$ cat src/rtl/alu_control_muldiv.sv
// rtl/alu_control_muldiv.sv - ALU operation decoder with iterative multiply/divide unit and HI/LO registers
module alu_control_muldiv #(
    parameter int WIDTH = 32,
    parameter int OPW   = 4
) (
    input  logic             clk,
    input  logic             reset,
    input  logic [1:0]       ALUOp,
    input  logic [5:0]       functField,
    input  logic             valid,
    input  logic [WIDTH-1:0] rs_val,
    input  logic [WIDTH-1:0] rt_val,
    output logic [OPW-1:0]   Operation,
    output logic             stall,
    output logic             busy,
    output logic             mf_valid,
    output logic [WIDTH-1:0] mf_result,
    output logic             div_by_zero
);

    localparam int CW = $clog2(WIDTH + 1);

    typedef enum logic [1:0] {
        S_IDLE,
        S_RUN,
        S_FIX
    } state_t;

    state_t state, state_nx;

    logic [3:0]       op4;
    logic             rtype;
    logic             is_mult, is_multu, is_div, is_divu, is_mfhi, is_mflo;
    logic             is_muldiv, idle, accept;
    logic             rs_neg, rt_neg;
    logic [WIDTH-1:0] rs_mag, rt_mag;

    logic [CW-1:0]    cnt;
    logic             op_div, neg_q, neg_r;
    logic [WIDTH-1:0] acc, wlo, b;
    logic [WIDTH-1:0] hi, lo;
    logic             dbz;

    logic [WIDTH:0]     mul_sum;
    logic [WIDTH:0]     div_try;
    logic [WIDTH-1:0]   div_diff;
    logic               div_ge;
    logic [2*WIDTH-1:0] prod, prod_fix;
    logic [WIDTH-1:0]   quo_fix, rem_fix;

    always_comb begin
        op4 = 4'b0000;
        case (ALUOp)
            2'b00: op4 = 4'b0010;
            2'b01: op4 = 4'b0110;
            2'b10: begin
                case (functField)
                    6'b100000: op4 = 4'b0010;
                    6'b100010: op4 = 4'b0110;
                    6'b100100: op4 = 4'b0000;
                    6'b100101: op4 = 4'b0001;
                    6'b100111: op4 = 4'b1100;
                    6'b101010: op4 = 4'b0111;
                    default:   op4 = 4'b0000;
                endcase
            end
            default: begin
                case (functField[3:0])
                    4'b0010: op4 = 4'b0110;
                    4'b1010: op4 = 4'b0111;
                    default: op4 = 4'b0000;
                endcase
            end
        endcase
    end

    assign Operation = OPW'(op4);

    assign rtype     = (ALUOp == 2'b10);
    assign is_mult   = rtype && (functField == 6'b011000);
    assign is_multu  = rtype && (functField == 6'b011001);
    assign is_div    = rtype && (functField == 6'b011010);
    assign is_divu   = rtype && (functField == 6'b011011);
    assign is_mfhi   = rtype && (functField == 6'b010000);
    assign is_mflo   = rtype && (functField == 6'b010010);
    assign is_muldiv = is_mult | is_multu | is_div | is_divu;

    assign idle   = (state == S_IDLE);
    assign busy   = ~idle;
    assign stall  = valid & (is_muldiv | is_mfhi | is_mflo) & ~idle;
    assign accept = valid & is_muldiv & idle;

    assign mf_valid    = valid & (is_mfhi | is_mflo) & idle;
    assign mf_result   = mf_valid ? (is_mfhi ? hi : lo) : '0;
    assign div_by_zero = dbz;

    // The core always works on magnitudes; signs are re-applied in FIX.
    assign rs_neg = (is_mult | is_div) & rs_val[WIDTH-1];
    assign rt_neg = (is_mult | is_div) & rt_val[WIDTH-1];
    assign rs_mag = rs_neg ? -rs_val : rs_val;
    assign rt_mag = rt_neg ? -rt_val : rt_val;

    assign mul_sum  = {1'b0, acc} + {1'b0, (wlo[0] ? b : {WIDTH{1'b0}})};
    assign div_try  = {acc, wlo[WIDTH-1]};
    assign div_ge   = (div_try >= {1'b0, b});
    assign div_diff = div_try[WIDTH-1:0] - b;

    assign prod     = {acc, wlo};
    assign prod_fix = neg_q ? -prod : prod;
    assign quo_fix  = neg_q ? -wlo : wlo;
    assign rem_fix  = neg_r ? -acc : acc;

    always_ff @(posedge clk or posedge reset) begin
        if (reset) begin
            state <= S_IDLE;
        end else begin
            state <= state_nx;
        end
    end

    always_comb begin
        state_nx = state;
        case (state)
            S_IDLE:  if (accept) state_nx = S_RUN;
            S_RUN:   if (cnt == CW'(WIDTH - 1)) state_nx = S_FIX;
            S_FIX:   state_nx = S_IDLE;
            default: state_nx = S_IDLE;
        endcase
    end

    always_ff @(posedge clk or posedge reset) begin
        if (reset) begin
            cnt    <= '0;
            op_div <= 1'b0;
            neg_q  <= 1'b0;
            neg_r  <= 1'b0;
            acc    <= '0;
            wlo    <= '0;
            b      <= '0;
            hi     <= '0;
            lo     <= '0;
            dbz    <= 1'b0;
        end else begin
            case (state)
                S_IDLE: begin
                    if (accept) begin
                        cnt    <= '0;
                        op_div <= is_div | is_divu;
                        neg_q  <= rs_neg ^ rt_neg;
                        neg_r  <= rs_neg;
                        acc    <= '0;
                        wlo    <= rs_mag;
                        b      <= rt_mag;
                        dbz    <= (is_div | is_divu) & (rt_val == '0);
                    end
                end
                S_RUN: begin
                    cnt <= cnt + 1'b1;
                    if (op_div) begin
                        // A zero divisor always "fits", giving all-ones quotient and remainder = dividend.
                        acc <= div_ge ? div_diff : div_try[WIDTH-1:0];
                        wlo <= {wlo[WIDTH-2:0], div_ge};
                    end else begin
                        acc <= mul_sum[WIDTH:1];
                        wlo <= {mul_sum[0], wlo[WIDTH-1:1]};
                    end
                end
                S_FIX: begin
                    if (op_div) begin
                        lo <= quo_fix;
                        hi <= rem_fix;
                    end else begin
                        hi <= prod_fix[2*WIDTH-1:WIDTH];
                        lo <= prod_fix[WIDTH-1:0];
                    end
                end
                default: ;
            endcase
        end
    end

endmodule

$ cat config.mk
export PLATFORM = sky130hd
export DESIGN_NAME = alu_control_muldiv
export DESIGN_NICKNAME = d
export VERILOG_FILES = /design/src/rtl/alu_control_muldiv.sv
export SDC_FILE = /design/constraint.sdc
export NUM_CORES = 1
export LEC_CHECK = 0
export BUFFER_PORTS_ARGS = -buffer_cell sky130_fd_sc_hd__buf_2
export CAP_MARGIN = 0
export CELL_PAD_IN_SITES_DETAIL_PLACEMENT = 0
export CELL_PAD_IN_SITES_GLOBAL_PLACEMENT = 1
export CORE_ASPECT_RATIO = 1.25
export CORE_MARGIN = 1.5
export CORE_UTILIZATION = 40
export DETAILED_ROUTE_END_ITERATION = 8
export PLACE_DENSITY = 0.81
export SYNTH_ARGS = -nofsm -noshare
export SYNTH_HDL_FRONTEND = slang
export SYNTH_SLANG_ARGS = --single-unit
$ cat constraint.sdc
create_clock -name clk -period 7.7 [get_ports clk]
set_input_delay 2.31 -clock clk [delete_from_list [all_inputs] [get_ports clk]]
set_output_delay 2.31 -clock clk [all_outputs]
set_load 0.02 [all_outputs]
==> impl_metrics.json <==
{
  "synth_seq_cells": 172,
  "via_count": 13707,
  "initial_core_util": 0.4064,
  "holdBufCountCts": 0,
  "grt_pass1_vias": 12876,
  "synth_top_area_frac": 0.2987,
  "drc_errors": 0,
  "ys_warn_count": 0,
  "synth-seq-area-share": 0.2987,
  "powerDensity_nw_per_um2": 318.8,
  "fin_worst_skew_ps": 10.38,
  "postCtsResizedCells": 0,
  "place_hpwl_um": 33350,
  "worst_ep_required_time_ps": 5390,
  "synth_common_cells": "nand2_1, o21ai_0, dfrtp_1, a21oi_1, nor2_1",
  "syn_inst": 1869,
  "ys.flop_type": "dfrtp_1",
  "antenna_found_initial": 0,
  "cts.sink_count": 172,
  "clock_path_buffers": 2,
  "dieArea_sq_um": 37180,
  "cts_setup_buffers": 0,
  "wl_per_cell_um": 18.18,
  "crit_fanout": 32,
  "coreArea_sq_um": 35450,
  "critical_path_arrival_ps": 4510,
  "multi_input_area_sq_um": 9443,
  "slew_viol_final": 0,
  "fmax_mhz": 146.7,
  "cts_tree": "yes",
  "avgSynthCellArea_sq_um": 7.709,
  "port_buffers": 114,
  "p_leak_nw": 7.033,
  "regArea_sq_um": 4305,
  "syn_area_sq_um": 14410,
  "cts.htree.levels": 4,
  "final_core_util": 0.4478,
  "dieWidth_um": 172.8,
  "outcome": "finished clean",
  "grt_start_max_net_pins": 129,
  "period_needed_ps": 6819,
  "tightest_slew_ps": 1096,
  "hold_violations": 0,
  "post-route-period-util": 0.8855,
  "rsz0062_at_grt": "false",
  "clkLatencyLatePin_ps": 440,
  "num_antenna_cells": 0,
  "yosysMostFrequentCell": "nand2_1",
  "finalSetupViolations": 0,
  "die-height_um": 215.2,
  "ios": 115,
  "firstDrtPassIters": 6,
  "cts.clk_slew.worst_paths_ps": 60,
  "end_kind": "primary output",
  "async_reset_ff_frac": 1.000,
  "syn_nets": 2015,
  "grt_overflow": 0,
  "globalplace.congestion": 0.9546,
  "cp-start-kind": "primary input",
  "cts-root-buf": "clkbuf_16",
  "grt_pass1_wl_um": 70210,
  "synth_cell_types": 79,
  "syn2layout_area_growth_pct": 10.18,
  "finalSetupTns_ps": 0,
  "path_class": "in2out",
  "drt_iter0_drc": 1043,
  "max_cap_viol_count": 0,
  "drive_above_1_share": 0.1042,
  "fp-row-count": 77,
  "synth_top_area_cell": "dfrtp_1",
  "synth-edff-count": 0,
  "yosys-top-cells-area": "dfrtp_1, nand2_1, o21ai_0, ha_1, a21oi_1",
  "viasPerCell": 5.728,
  "nets": 2052,
  "grt_usage": 0.2339,
  "vdd_drop_max_uv": 186.4,
  "worstHoldPathType": "reg2reg",
  "wl_um": 43500,
  "n_fill_cell": 3652,
  "ant_nets": 0,
  "slew_headroom": 0.2695,
  "numCtsBuffers": 17
}
[flip-flops by register name, indices dropped and copies added (netlist names)]
name and cells:
b 32, wlo 32, lo 32, state 2
neg_r 1, acc 32, neg_q 1, div_by_zero 1
cnt 6, op_div 1, hi 32
[cell usage in the layout (no fill, tap or decap), types with 6 or more instances in the layout]
cell	count
a211oi_1	43
a21o_1	35
a21oi_1	151
a31o_2	6
a31oi_1	22
and2_1	11
and3_1	17
buf_2	114
buf_4	18
clkbuf_16	17
dfrtp_1	171
ha_1	69
inv_1	66
inv_6	7
mux2i_1	33
nand2_1	278
nand3_1	49
nand4_1	16
nor2_1	120
nor2b_1	12
nor3_1	35
nor3b_1	7
nor4_1	21
o211a_1	6
o211ai_1	12
o21a_1	9
o21ai_0	207
o21ai_1	14
o21bai_1	8
o31ai_1	32
o41ai_1	13
or2_2	8
or3_1	18
or4_1	12
xnor2_1	84
xor2_1	77
[logic make-up (layout without fill, tap and decap cells)]
family | after synthesis | in the layout | share of synthesized area
AOI/OAI and AO/OA | 618 | 618 | 0.2651
buffers and inverters | 181 | 231 | 0.04845
adders and majority gates | 71 | 71 | 0.06270
muxes | 34 | 34 | 0.02371
and+or+nand+nor | 632 | 632 | 0.2035
DFF | 172 | 172 | 0.2987
xor gates and xnor gates | 161 | 161 | 0.09786
[layer usage]
metal	up-vias	share of wire	track usage
met5	-	0	0
met1	6414	0.44	0.3060
met2	424	0.47	0.3950
li1	6798	-	-
met3	71	0.053	0.03309
met4	0	0.029	0.07971
[metrics by stage]
step	setup slack, ps	area [sq um]	instances	hold WS, ps	power (mW)
finish	881.3	15880	2393	481.0	5.060
global route	643.8	15880	2393	506.5	5.413
CTS	885.7	15880	2393	486.6	5.024
detailed placement	876.4	15300	2361	470.7	4.154
global placement	955.8	15300	2361	462.0	4.125
floorplan	729.9	14410	1869	448.4	3.334
[area by class of cell]
type	instances	share of cell area
flip-flops and latches	172	0.2712
well taps	474	0.03736
clock buffers	18	0.02766
clock inverters	14	0.008354
repair buffers	132	0.04445
inverters	67	0.01616
multi-input cells	1516	0.5948
[report_power, final]
part           internal, mW  switching [mW]  total [mW]
clock network         0.460           0.396       0.856
registers              1.04           0.335        1.37
logic                  1.13            1.70        2.83
[worst max-delay path: stages]
cell       delay [ps]
buf_2             120
nand4bb_1         250
nor4_1            530
nand2b_1          740
nand2_1           290
a21oi_1            90
buf_2             170
[path summary, 6_finish.rpt]
check,start,to,slack [ps],cells after the start
max,functField[2],mf_result[29],880,7
min reg2reg,lo[6],lo[6],480,2
max reg2reg,acc[23],acc[29],3370,9
min in group asynchronous,reset,lo[8],1850,2
min,lo[6],lo[6],480,2
max in group asynchronous,reset,op_div,4590,3
(Power assumes the default switching activity.)
